File: config.mk
export PLATFORM = sky130hd
export DESIGN_NAME = fifo_rd_burst_ctrl
export DESIGN_NICKNAME = d
export VERILOG_FILES = /design/src/rtl/fifo_rd_burst_pkg.sv /design/src/rtl/fifo_rd_skid2.sv /design/src/rtl/fifo_rd_burst_ctrl.sv
export SDC_FILE = /design/constraint.sdc
export NUM_CORES = 1
export LEC_CHECK = 0
export BUFFER_PORTS_ARGS = -buffer_cell sky130_fd_sc_hd__buf_2
export CAP_MARGIN = 20
export CORE_AREA = 2 2 151 153
export DETAILED_ROUTE_END_ITERATION = 12
export DIE_AREA = 0 0 153 155
export GPL_ROUTABILITY_DRIVEN = 1
export PLACE_DENSITY_LB_ADDON = 0.25
export REMOVE_ABC_BUFFERS = 1
export SYNTH_ARGS = -nofsm -noshare
export SYNTH_HDL_FRONTEND = slang
export SYNTH_SLANG_ARGS = --single-unit
File: constraint.sdc
create_clock -name rd_clk -period 10.05 [get_ports rd_clk]
set_input_delay 1.5075 -clock rd_clk [delete_from_list [all_inputs] [get_ports rd_clk]]
set_output_delay 1.5075 -clock rd_clk [all_outputs]
set_load 0.1 [all_outputs]
File: src/rtl/fifo_rd_burst_pkg.sv
// Shared types and defaults for the read-side FIFO burst controller.
// Optional partial-burst flush is enabled with `FIFO_RD_TIMEOUT_EN.
package fifo_rd_burst_pkg;

  typedef enum logic {
    IDLE  = 1'b0,
    BURST = 1'b1
  } state_t;

  localparam int BURST_LEN_DEF = 16;
  localparam int TIMEOUT_DEF   = 256;
  localparam int BEAT_W        = $clog2(BURST_LEN_DEF + 1);
  localparam int TO_W          = $clog2(TIMEOUT_DEF);

  // Words already committed to the skid buffer once this cycle's drain is accounted for.
  function automatic logic [2:0] slots_used(input logic [1:0] occ, input logic inflight,
                                            input logic pop_out);
    return {1'b0, occ} + {2'b00, inflight} - {2'b00, pop_out};
  endfunction

endpackage

File: src/rtl/fifo_rd_skid2.sv
// Two-entry ordered buffer that absorbs the FIFO read latency; head entry drives the stream.
module fifo_rd_skid2 #(
  parameter int W = 130
) (
  input  logic         rd_clk,
  input  logic         rd_rst,
  input  logic         wr_valid,
  input  logic [W-1:0] wr_data,
  output logic         m_valid,
  input  logic         m_ready,
  output logic [W-1:0] m_data,
  output logic [1:0]   occ
);

  logic [W-1:0] ent0;
  logic [W-1:0] ent1;
  logic [1:0]   cnt;
  logic         pop;

  assign pop     = (cnt != 2'd0) && m_ready;
  assign m_valid = (cnt != 2'd0);
  assign m_data  = ent0;
  assign occ     = cnt;

  always_ff @(posedge rd_clk or posedge rd_rst) begin
    if (rd_rst) begin
      ent0 <= '0;
      ent1 <= '0;
      cnt  <= 2'd0;
    end else begin
      case ({wr_valid, pop})
        2'b10: begin
          if (cnt == 2'd0) begin
            ent0 <= wr_data;
            cnt  <= 2'd1;
          end else if (cnt == 2'd1) begin
            ent1 <= wr_data;
            cnt  <= 2'd2;
          end
        end
        2'b01: begin
          ent0 <= ent1;
          cnt  <= cnt - 2'd1;
        end
        2'b11: begin
          // Occupancy unchanged; the new word goes behind whatever remains.
          if (cnt == 2'd1) begin
            ent0 <= wr_data;
          end else begin
            ent0 <= ent1;
            ent1 <= wr_data;
          end
        end
        default: ;
      endcase
    end
  end

endmodule

File: src/rtl/fifo_rd_burst_ctrl.sv
// Pops whole bursts from the async DMA FIFO and streams them out with first/last tags.
// `FIFO_RD_TIMEOUT_EN adds an idle timeout that flushes a partial burst.
module fifo_rd_burst_ctrl
  import fifo_rd_burst_pkg::*;
#(
  parameter int DATA_W    = 128,
  parameter int LVL_W     = 11,
  parameter int BURST_LEN = BURST_LEN_DEF,
  parameter int TIMEOUT   = TIMEOUT_DEF
) (
  input  logic              rd_clk,
  input  logic              rd_rst,
  output logic              fifo_rd_en,
  input  logic [DATA_W-1:0] fifo_rd_data,
  input  logic              fifo_rd_empty,
  input  logic [LVL_W-1:0]  fifo_rd_water_level,
  output logic              m_valid,
  input  logic              m_ready,
  output logic [DATA_W-1:0] m_data,
  output logic              m_first,
  output logic              m_last,
  output logic              busy,
  output logic              dbg_state
);

  localparam int BL_W = $clog2(BURST_LEN + 1);

  if (BURST_LEN < 1 || BURST_LEN > 2 ** (LVL_W - 1) || TIMEOUT < 2) begin : g_bad_cfg
    $error("fifo_rd_burst_ctrl: unsupported BURST_LEN/TIMEOUT");
  end

  state_t            state;
  logic [BL_W-1:0]   beats_left;
  logic              first_pend;
  logic              inflight;
  logic              infl_first;
  logic              infl_last;
  logic [1:0]        occ;
  logic              pop_out;
  logic              pop_acc;
  logic [2:0]        used;
  logic [DATA_W+1:0] skid_out;

`ifdef FIFO_RD_TIMEOUT_EN
  localparam int TW = $clog2(TIMEOUT);
  logic [TW-1:0] idle_cnt;
`endif

  assign pop_out    = m_valid && m_ready;
  assign used       = slots_used(occ, inflight, pop_out);
  assign fifo_rd_en = (state == BURST) && !fifo_rd_empty && (beats_left != '0) && (used < 3'd2);
  assign pop_acc    = fifo_rd_en && !fifo_rd_empty;

  assign busy      = (state != IDLE) || inflight || (occ != 2'd0);
  assign dbg_state = (state == BURST);

  always_ff @(posedge rd_clk or posedge rd_rst) begin
    if (rd_rst) begin
      state      <= IDLE;
      beats_left <= '0;
      first_pend <= 1'b0;
      inflight   <= 1'b0;
      infl_first <= 1'b0;
      infl_last  <= 1'b0;
`ifdef FIFO_RD_TIMEOUT_EN
      idle_cnt   <= '0;
`endif
    end else begin
      // Tags are captured at pop time and ride alongside the word returned next cycle.
      inflight   <= pop_acc;
      infl_first <= pop_acc && first_pend;
      infl_last  <= pop_acc && (beats_left == BL_W'(1));
      case (state)
        IDLE: begin
          if (fifo_rd_water_level >= LVL_W'(BURST_LEN)) begin
            state      <= BURST;
            beats_left <= BL_W'(BURST_LEN);
            first_pend <= 1'b1;
`ifdef FIFO_RD_TIMEOUT_EN
            idle_cnt   <= '0;
          end else if (fifo_rd_water_level != '0) begin
            if (idle_cnt == TW'(TIMEOUT - 1)) begin
              state      <= BURST;
              beats_left <= fifo_rd_water_level[BL_W-1:0];
              first_pend <= 1'b1;
              idle_cnt   <= '0;
            end else begin
              idle_cnt <= idle_cnt + TW'(1);
            end
          end else begin
            idle_cnt <= '0;
`endif
          end
        end
        BURST: begin
          if (pop_acc) begin
            beats_left <= beats_left - BL_W'(1);
            first_pend <= 1'b0;
            if (beats_left == BL_W'(1)) state <= IDLE;
          end
        end
        default: state <= IDLE;
      endcase
    end
  end

  fifo_rd_skid2 #(.W(DATA_W + 2)) u_skid (
    .rd_clk   (rd_clk),
    .rd_rst   (rd_rst),
    .wr_valid (inflight),
    .wr_data  ({infl_first, infl_last, fifo_rd_data}),
    .m_valid  (m_valid),
    .m_ready  (m_ready),
    .m_data   (skid_out),
    .occ      (occ)
  );

  assign m_first = skid_out[DATA_W+1];
  assign m_last  = skid_out[DATA_W];
  assign m_data  = skid_out[DATA_W-1:0];

endmodule
==> reports/qor.txt, run 1 <==
status = complete, no violations
Synth area leaders = dfrtp_1 (58%), a221o_1 (11%), mux2_1 (9.6%), a31oi_1 (6.9%), inv_1 (4.4%)
Area after DPL = 13,200 µm²
Skew-Pair Late Insertion Delay = 0.54 ns
1st-pass router iterations = 5
row cnt = 55
Yosys Warn Count = 0
clock sink count = 272
Filler cells = 1,753
Die ar. = 23,700 µm²
Slew headroom = 0.337
share of layout cells above drive strength 1 = 0.307
total track usage = 0.235
drt drc = 0
CTS buffer count = 29
post-CTS sizing = 0
post-CTS setup buffer count = 0
DR iter-0 viols = 608
port bufs = 272
area share of the leading cell type in the synthesized netlist = 0.578
Cell Chain, Critical Path = buf_2 > nand2b_4 > nor2_1 > o21ai_0 > fa_1 > nand2_1 > a2111oi_1 > buf_4 > buf_2
cts hold-fix bufs = 0
initial antenna violation count = 5
Cell Count Post-Placement = 1,431
H-tree Lvls = 1
largest family of logic cells by synthesized area = compound AO/OA/AOI/OAI gates
arrival time at the worst endpoint = 3.71 ns
register area = 6810 µm²
largest area contributor in the netlist = dfrtp_1
register area share after synthesis = 0.578
final WL = 28.9 mm
Crit. End Element = output pin
routed vias/inst = 5.89
unrepaired setup endpoints after global routing = no
kind of critical path = in2out
Setup TNS = 0 ns
Setup crit start kind = primary input
via count = 8,762
hpwl dp = 16.7 mm
CTS Root Buffer Type = clkbuf_16
Post-Synthesis Cells = 949
synthesis-stage register bit count = 272
total gr overflow = 0
number of setup violations in the final report = 0
Max stage delay on crit path = 0.53 ns
Final Cell Area = 14,200 µm²
maxcap violations = 0
first-pass GRT wire length = 46.1 mm
I/O Pins = 277
core area = 22,200 µm²
post-synthesis cell type count = 37
Simple-Gate Fraction of Synth Area = 0.0129
hold crit path type = reg2reg
Setup Skew = 0.0103 ns
non-filler cells, final = 1,487
list of most frequent post-synthesis cells = dfrtp_1 (272), inv_1 (139), a221o_1 (130), a31oi_1 (130), mux2_1 (100)
placer congestion estimate = 0.776
Final Hold Viols = 0
Post-Syn Area = 11,800 µm²
Post-Synth XOR/XNOR Area = 0.00149
Crit path required time = 8.54 ns
count leader, synth = dfrtp_1
post-layout min period = 5.22 ns
largest net degree at the start of global routing = 134
Area Overhead vs Synth = 20.6%
Async SR Flop Fraction = 1.00
Die X-Extent = 153 µm
EDFF count, synth = 0
vias in the first global route = 8,822
clk slew on worst S/H paths = 0.06 ns
synthesized area per cell = 12.4 µm²
clk buf depth = 3
die height = 155 µm
Routed Antenna Nets = 0
compound-cell area share of the yosys netlist = 0.191
Synth Area in Adders = 0.00914
slowest library cell on the worst path = fa_1
footprint of the multi-input gates = 4080 µm²
worst slew pin tran = 0.994 ns
Starting Density = 0.529
Synth Flop Type = dfrtp_1
mux contribution to synthesized area = 0.127
worst hold slack = 0.481 ns
nets = 1,329
Crit Path Max Fanout = 11
max-slew violation count = 0
wire per inst = 19.4 µm
FMAX = 192 MHz
Final period util = 0.519
CTS tree = built
CP most frequent cell = buf_2
## layout make-up
cell class                      instances  share of cell area
Tap cell                              285              0.0251
Clock buffer                           46              0.0627
Inverter                              140              0.0375
Sequential cell                       272               0.479
Timing Repair Buffer                  284               0.104
Antenna cell                            4            0.000705
Multi-Input combinational cell        451               0.287
Clock inverter                          5             0.00379
## worst max-delay path, delay by kind of cell
kind            cells  cell delay [ns]
fa+ha+maj           1             0.53
compound gates      2             0.53
simple gates        3             0.34
buf+inv             3             0.80
## per-stage QoR
step | setup WS, ns | utilization
2_1_floorplan | 0.264 | -
3_3_place_gp | 4.91 | 0.595
3_5_place_dp | 4.81 | 0.595
4_1_cts | 4.80 | 0.637
5_1_grt | 4.64 | 0.639
6_report | 4.83 | 0.639
## metal layers
metal | share of wire | track usage | up-vias
met5 | 0 | 0 | -
met4 | 0.028 | 0.0758 | 0
met3 | 0.068 | 0.0499 | 54
met2 | 0.47 | 0.384 | 295
met1 | 0.43 | 0.318 | 4429
li1 | - | - | 3984
## registers in the layout, summed over array words and instances (netlist names)
name / count
beats_left: 5
infl_last: 1
u_skid.occ: 2
u_skid.m_data: 130
first_pend: 1
inflight: 1
u_skid.ent1: 130
infl_first: 1
dbg_state: 1
## path summary, 6_finish.rpt
kind                                                start                            end  slack [ns]  cells past startpoint
worst max-delay path                              m_ready                     fifo_rd_en        4.83                      9
worst min-delay path                 infl_first$_DFF_PP0_   u_skid.ent1[129]$_DFFE_PP0P_        0.48                      1
worst max register to register  u_skid.occ[1]$_DFFE_PP0P_   u_skid.ent1[106]$_DFFE_PP0P_        6.38                      9
worst min register to register       infl_first$_DFF_PP0_   u_skid.ent1[129]$_DFFE_PP0P_        0.48                      1
max in group asynchronous                          rd_rst  u_skid.m_data[11]$_DFFE_PP0P_        7.49                      3
min in group asynchronous                          rd_rst  u_skid.m_data[64]$_DFFE_PP0P_        1.15                      2
## cell families (layout without fill, tap and decap cells)
family	after synthesis	in the layout
muxes	133	133
DFF	272	272
adders and majority gates	8	8
and+or+nand+nor	30	30
other	0	4
xor gates and xnor gates	2	2
AOI/OAI and AO/OA	278	278
buffers and inverters	226	475
## cells in the final DEF, fill, tap and decap left out, types with 4 or more instances in the layout
master,count
inv_1,138
mux2_1,100
nor2_1,8
clkbuf_16,29
ha_1,7
a31oi_1,130
nor3_1,4
a221o_1,130
buf_4,11
mux2_2,31
dfrtp_1,272
nand2_1,4
diode_2,4
clkbuf_1,7
buf_2,272
clkbuf_8,10
Power of run 1 is left out: the tool's default activity adds up to more than one toggle a clock period on the data nets, which glitch-free logic cannot reach.
==> run 2, diff against run 1 <==
--- a/config.mk
+++ b/config.mk
@@ -7,9 +7,9 @@
 export LEC_CHECK = 0
 export BUFFER_PORTS_ARGS = -buffer_cell sky130_fd_sc_hd__buf_2
 export CAP_MARGIN = 20
-export CORE_AREA = 2 2 151 153
+export CORE_AREA = 2 2 158 160
 export DETAILED_ROUTE_END_ITERATION = 12
-export DIE_AREA = 0 0 153 155
+export DIE_AREA = 0 0 160 162
 export GPL_ROUTABILITY_DRIVEN = 1
 export PLACE_DENSITY_LB_ADDON = 0.25
 export REMOVE_ABC_BUFFERS = 1
==> constraint.sdc (replaced) <==
create_clock -name rd_clk -period 4.6 [get_ports rd_clk]
set_input_delay 0.69 -clock rd_clk [delete_from_list [all_inputs] [get_ports rd_clk]]
set_output_delay 0.69 -clock rd_clk [all_outputs]
set_load 0.1 [all_outputs]
==> run 2 against run 1 <==
  * Count of clock-buffer cells in the layout rose by 1
  * Clock skew fell by 0.0050 ns
  * Highest routed layer is now met5
  * Sequential cell count did not move
  * Via count fell by 0.75%
  * Die area rose by 9.3%
  * Hold slack got worse by 0.11 ns
  * Sequential share of layout area fell by 0.17 points
  * First-iteration DRC count rose by 17%
  * Global-route usage fell by 0.96 points
  * Critical path depth rose by 1
==> reports/qor.txt, run 2 (synthesized netlist as in run 1, its figures left out) <==
status = complete, no violations
Final Hold Viols = 0
CTS tree = built
H-tree Lvls = 1
maxcap violations = 0
DR iter-0 viols = 710
final WL = 29.5 mm
1st-pass router iterations = 5
commonest non-fill, non-tap cells in the layout = dfrtp_1 (272), buf_2 (271), inv_1 (138), a221o_1 (130), a31oi_1 (130)
post-CTS sizing = 0
Crit path required time = 3.91 ns
Die ar. = 25,900 µm²
post-layout min period = 4.13 ns
drt drc = 0
clk slew on worst S/H paths = 0.05 ns
vias in the first global route = 9,099
hold crit path type = in2async
FMAX = 242 MHz
Setup Skew = 0.00535 ns
non-filler cells, final = 1,529
initial antenna violation count = 6
worst slew pin tran = 0.934 ns
arrival time at the worst endpoint = 3.44 ns
Setup crit start kind = flop
clk buf depth = 3
core area = 24,100 µm²
total gr overflow = 0
slowest library cell on the worst path = fa_1
hpwl dp = 17.5 mm
Filler cells = 1,994
CTS buffer count = 30
post-CTS setup buffer count = 0
I/O Pins = 277
Final period util = 0.897
Routed Antenna Nets = 0
row cnt = 57
largest net degree at the start of global routing = 135
Crit. End Element = output pin
Cell Chain, Critical Path = inv_1 > ha_1 > nand2b_4 > inv_2 > nor2_1 > o21ai_0 > fa_1 > nand2_1 > a2111oi_2 > clkbuf_4
Slew headroom = 0.378
CTS Root Buffer Type = clkbuf_16
via count = 8,696
Die X-Extent = 160 µm
Crit Path Max Fanout = 8
Area Overhead vs Synth = 21.1%
share of layout cells above drive strength 1 = 0.304
most common cell after layout, fill and taps aside = dfrtp_1
die height = 162 µm
first-pass GRT wire length = 48.0 mm
cts hold-fix bufs = 0
port bufs = 272
clock sink count = 272
placer congestion estimate = 0.782
unrepaired setup endpoints after global routing = no
final core utilization = 0.591
number of setup violations in the final report = 0
max-slew violation count = 0
Starting Density = 0.488
CP bufs+invs = 3
Skew-Pair Late Insertion Delay = 0.54 ns
Max stage delay on crit path = 0.51 ns
Cell Count Post-Placement = 1,475
cell family with most CP delay = adder cells
kind of critical path = reg2out
wire per inst = 19.3 µm
routed vias/inst = 5.69
nets = 1,334
total track usage = 0.226
==> run 2: final cells by class <==
cell class | instances | area (µm²) | area share
Tap cell | 324 | 405 | 0.0285
Antenna cell | 5 | 12.5 | 0.000878
Clock inverter | 2 | 10.0 | 0.000703
Inverter | 140 | 533 | 0.0374
Clock buffer | 47 | 866 | 0.0608
Multi-Input combinational cell | 451 | 4080 | 0.286
Timing Repair Buffer | 288 | 1530 | 0.108
Sequential cell | 272 | 6810 | 0.478
==> run 2: layer usage <==
metal,track usage,vias to the layer above,share of wire
li1,-,3989,-
met1,0.300,4357,0.43
met2,0.373,298,0.48
met3,0.0552,50,0.068
met4,0.0627,2,0.024
met5,0,-,0.00044
==> run 2: path summary, 6_finish.rpt <==
check	from	endpoint	slack (ns)	cells after the start
min in group rd_clk	fifo_rd_data[119]	u_skid.ent1[119]$_DFFE_PP0P_	0.38	2
min reg2reg	infl_last$_DFF_PP0_	u_skid.ent1[128]$_DFFE_PP0P_	0.49	1
min	rd_rst	u_skid.m_data[91]$_DFFE_PP0P_	0.37	2
max reg2reg	u_skid.occ[0]$_DFFE_PP0P_	beats_left[0]$_DFFE_PP0P_	1.41	12
max	u_skid.occ[0]$_DFFE_PP0P_	fifo_rd_en	0.47	10
max in group asynchronous	rd_rst	inflight$_DFF_PP0_	3.19	3
==> run 2: stage by stage <==
step	cell area [µm²]	hold slack [ns]	setup WS, ns	TNS [ns]
after global routing	14200	0.361	0.167	0
final	14200	0.369	0.473	0
after CTS	14200	0.347	0.187	0
after detailed placement	13400	0.476	0.769	0
after global placement	13400	0.466	0.750	0
after floorplan	11400	0.454	-4.13	-1276.93
==> run 2: worst reg2reg max path, stage by stage, from the launching register on <==
cell and delay [ns]:
dfrtp_1 0.39, inv_1 0.12, ha_1 0.37, nand2b_4 0.23
inv_2 0.08, nor2_1 0.09, o21ai_0 0.09, fa_1 0.51
nand2_1 0.09, a2111oi_2 0.49, buf_4 0.25, nor2_1 0.08
mux2_2 0.28
Power of run 2 is left out for the same reason.
==> run 3, diff against run 2 <==
--- a/config.mk
+++ b/config.mk
@@ -7,9 +7,9 @@
 export LEC_CHECK = 0
 export BUFFER_PORTS_ARGS = -buffer_cell sky130_fd_sc_hd__buf_2
 export CAP_MARGIN = 20
-export CORE_AREA = 2 2 158 160
+export CORE_AREA = 2 2 220 222
 export DETAILED_ROUTE_END_ITERATION = 12
-export DIE_AREA = 0 0 160 162
+export DIE_AREA = 0 0 222 224
 export GPL_ROUTABILITY_DRIVEN = 1
 export PLACE_DENSITY_LB_ADDON = 0.25
 export REMOVE_ABC_BUFFERS = 1
==> run 3 against run 2 <==
  * Critical path depth up 1
  * Via count up 1.7%
  * First-iteration DRC count down 22%
  * Non-clock buffer count up 6
  * Cell count up 20%
  * Sequential cell count unchanged
  * Global-route usage down 8.7 points
  * Die area up 92%
  * Count of clock-buffer cells in the layout up 5
  * Clock skew up 0.0044 ns
  * Critical path type unchanged
  * Largest cell class unchanged
==> reports/qor.txt, run 3 (synthesized netlist as in run 1, its figures left out) <==
total gr overflow = 0
core area = 47,300 µm²
post-CTS setup buffer count = 0
unrepaired setup endpoints after global routing = no
1st-pass router iterations = 6
CTS tree = built
commonest non-fill, non-tap cells in the layout = dfrtp_1 (272), buf_2 (272), inv_1 (138), a221o_1 (130), a31oi_1 (130)
cts hold-fix bufs = 0
nets = 1,345
Final period util = 0.928
first-pass GRT wire length = 54.4 mm
path depth of the worst reg2reg path = 10
Cell Count Post-Placement = 1,772
Die X-Extent = 222 µm
I/O Pins = 277
Area Overhead vs Synth = 26.8%
clock sink count = 272
post-CTS sizing = 0
via count = 8,844
Final Hold Viols = 0
Starting Density = 0.249
wire per inst = 19.1 µm
Setup crit start kind = flop
clk buf depth = 3
total track usage = 0.139
status = complete, no violations
non-filler cells, final = 1,832
Skew-Pair Late Insertion Delay = 0.53 ns
Filler cells = 4,822
largest net degree at the start of global routing = 113
hpwl dp = 20.7 mm
number of setup violations in the final report = 0
Die ar. = 49,700 µm²
Setup TNS = 0 ns
vias in the first global route = 9,225
H-tree Lvls = 2
die height = 224 µm
Routed Antenna Nets = 0
routed vias/inst = 4.83
initial antenna violation count = 3
clk slew on worst S/H paths = 0.06 ns
row cnt = 80
Slew headroom = 0.366
CTS Root Buffer Type = clkbuf_16
port bufs = 272
placer congestion estimate = 0.698
arrival time at the worst endpoint = 3.58 ns
Setup Skew = 0.00974 ns
DR iter-0 viols = 551
R2R Path End = u_skid.m_data[5]$_DFFE_PP0P_
max-slew violation count = 0
Crit path required time = 3.91 ns
ANT cells = 0
drt drc = 0
R2R Setup Slk = 1.49 ns
CTS buffer count = 35
R2R Path Start = u_skid.occ[1]$_DFFE_PP0P_
Crit. End Element = output pin
FMAX = 234 MHz
final WL = 34.9 mm
worst slew pin tran = 0.951 ns
hold crit path type = in2async
maxcap violations = 0
share of layout cells above drive strength 1 = 0.316
kind of critical path = reg2out
post-layout min period = 4.27 ns
Crit Path Max Fanout = 11
==> run 3: cell count changes in the layout (fill, tap and decap cells not counted), sizes merged <==
cell | before | now
buf | 287 | 294
bufinv | 0 | 2
clkbuf | 48 | 52
clkinv | 2 | 5
diode | 5 | 0
inv | 140 | 141
==> run 3: metal layers <==
metal / vias up / GRT usage / part of all wire
li1: 4013 / - / -
met1: 4567 / 0.183 / 0.45
met2: 214 / 0.226 / 0.47
met3: 44 / 0.0388 / 0.055
met4: 6 / 0.0320 / 0.016
met5: - / 0 / 0.0011
==> run 3: how the worst max path moves through the flow <==
stage / end / start
after floorplan: beats_left[0]$_DFFE_PP0P_ / u_skid.occ[1]$_DFFE_PP0P_
after global placement: fifo_rd_en / u_skid.occ[1]$_DFFE_PP0P_
after detailed placement: fifo_rd_en / u_skid.occ[1]$_DFFE_PP0P_
after CTS: fifo_rd_en / u_skid.occ[1]$_DFFE_PP0P_
after global routing: fifo_rd_en / u_skid.occ[1]$_DFFE_PP0P_
final: fifo_rd_en / u_skid.occ[1]$_DFFE_PP0P_
==> run 3: cell type report <==
class                           instances  area (µm²)  share of cell area
Multi-Input combinational cell        451        4080               0.273
Inverter                              140         533              0.0357
Clock buffer                           52        1040              0.0698
Timing Repair Buffer                  294        1600               0.107
Tap cell                              615         769              0.0516
Clock inverter                          8        93.8             0.00629
Sequential cell                       272        6810               0.456
==> run 3: through the flow <==
stage	util	hold slack [ns]	instance area (µm²)	setup WS [ns]
final	0.315	0.291	14900	0.332
after global routing	0.315	0.354	14900	0.117
after CTS	0.315	0.329	14900	0.269
after detailed placement	0.291	0.470	13800	0.855
after global placement	0.291	0.473	13800	0.815
after floorplan	-	0.454	11400	-4.13
==> run 3: critical path, cell delays in order, from the launching register on <==
cell and delay, ns:
dfrtp_1 0.43, inv_1 0.10, ha_1 0.37, nand2b_4 0.23
inv_2 0.08, nor2_1 0.08, o21ai_0 0.10, fa_1 0.51
nand2_1 0.08, a2111oi_1 0.37, buf_4 0.25, buf_2 0.46
Power of run 3 is left out for the same reason.
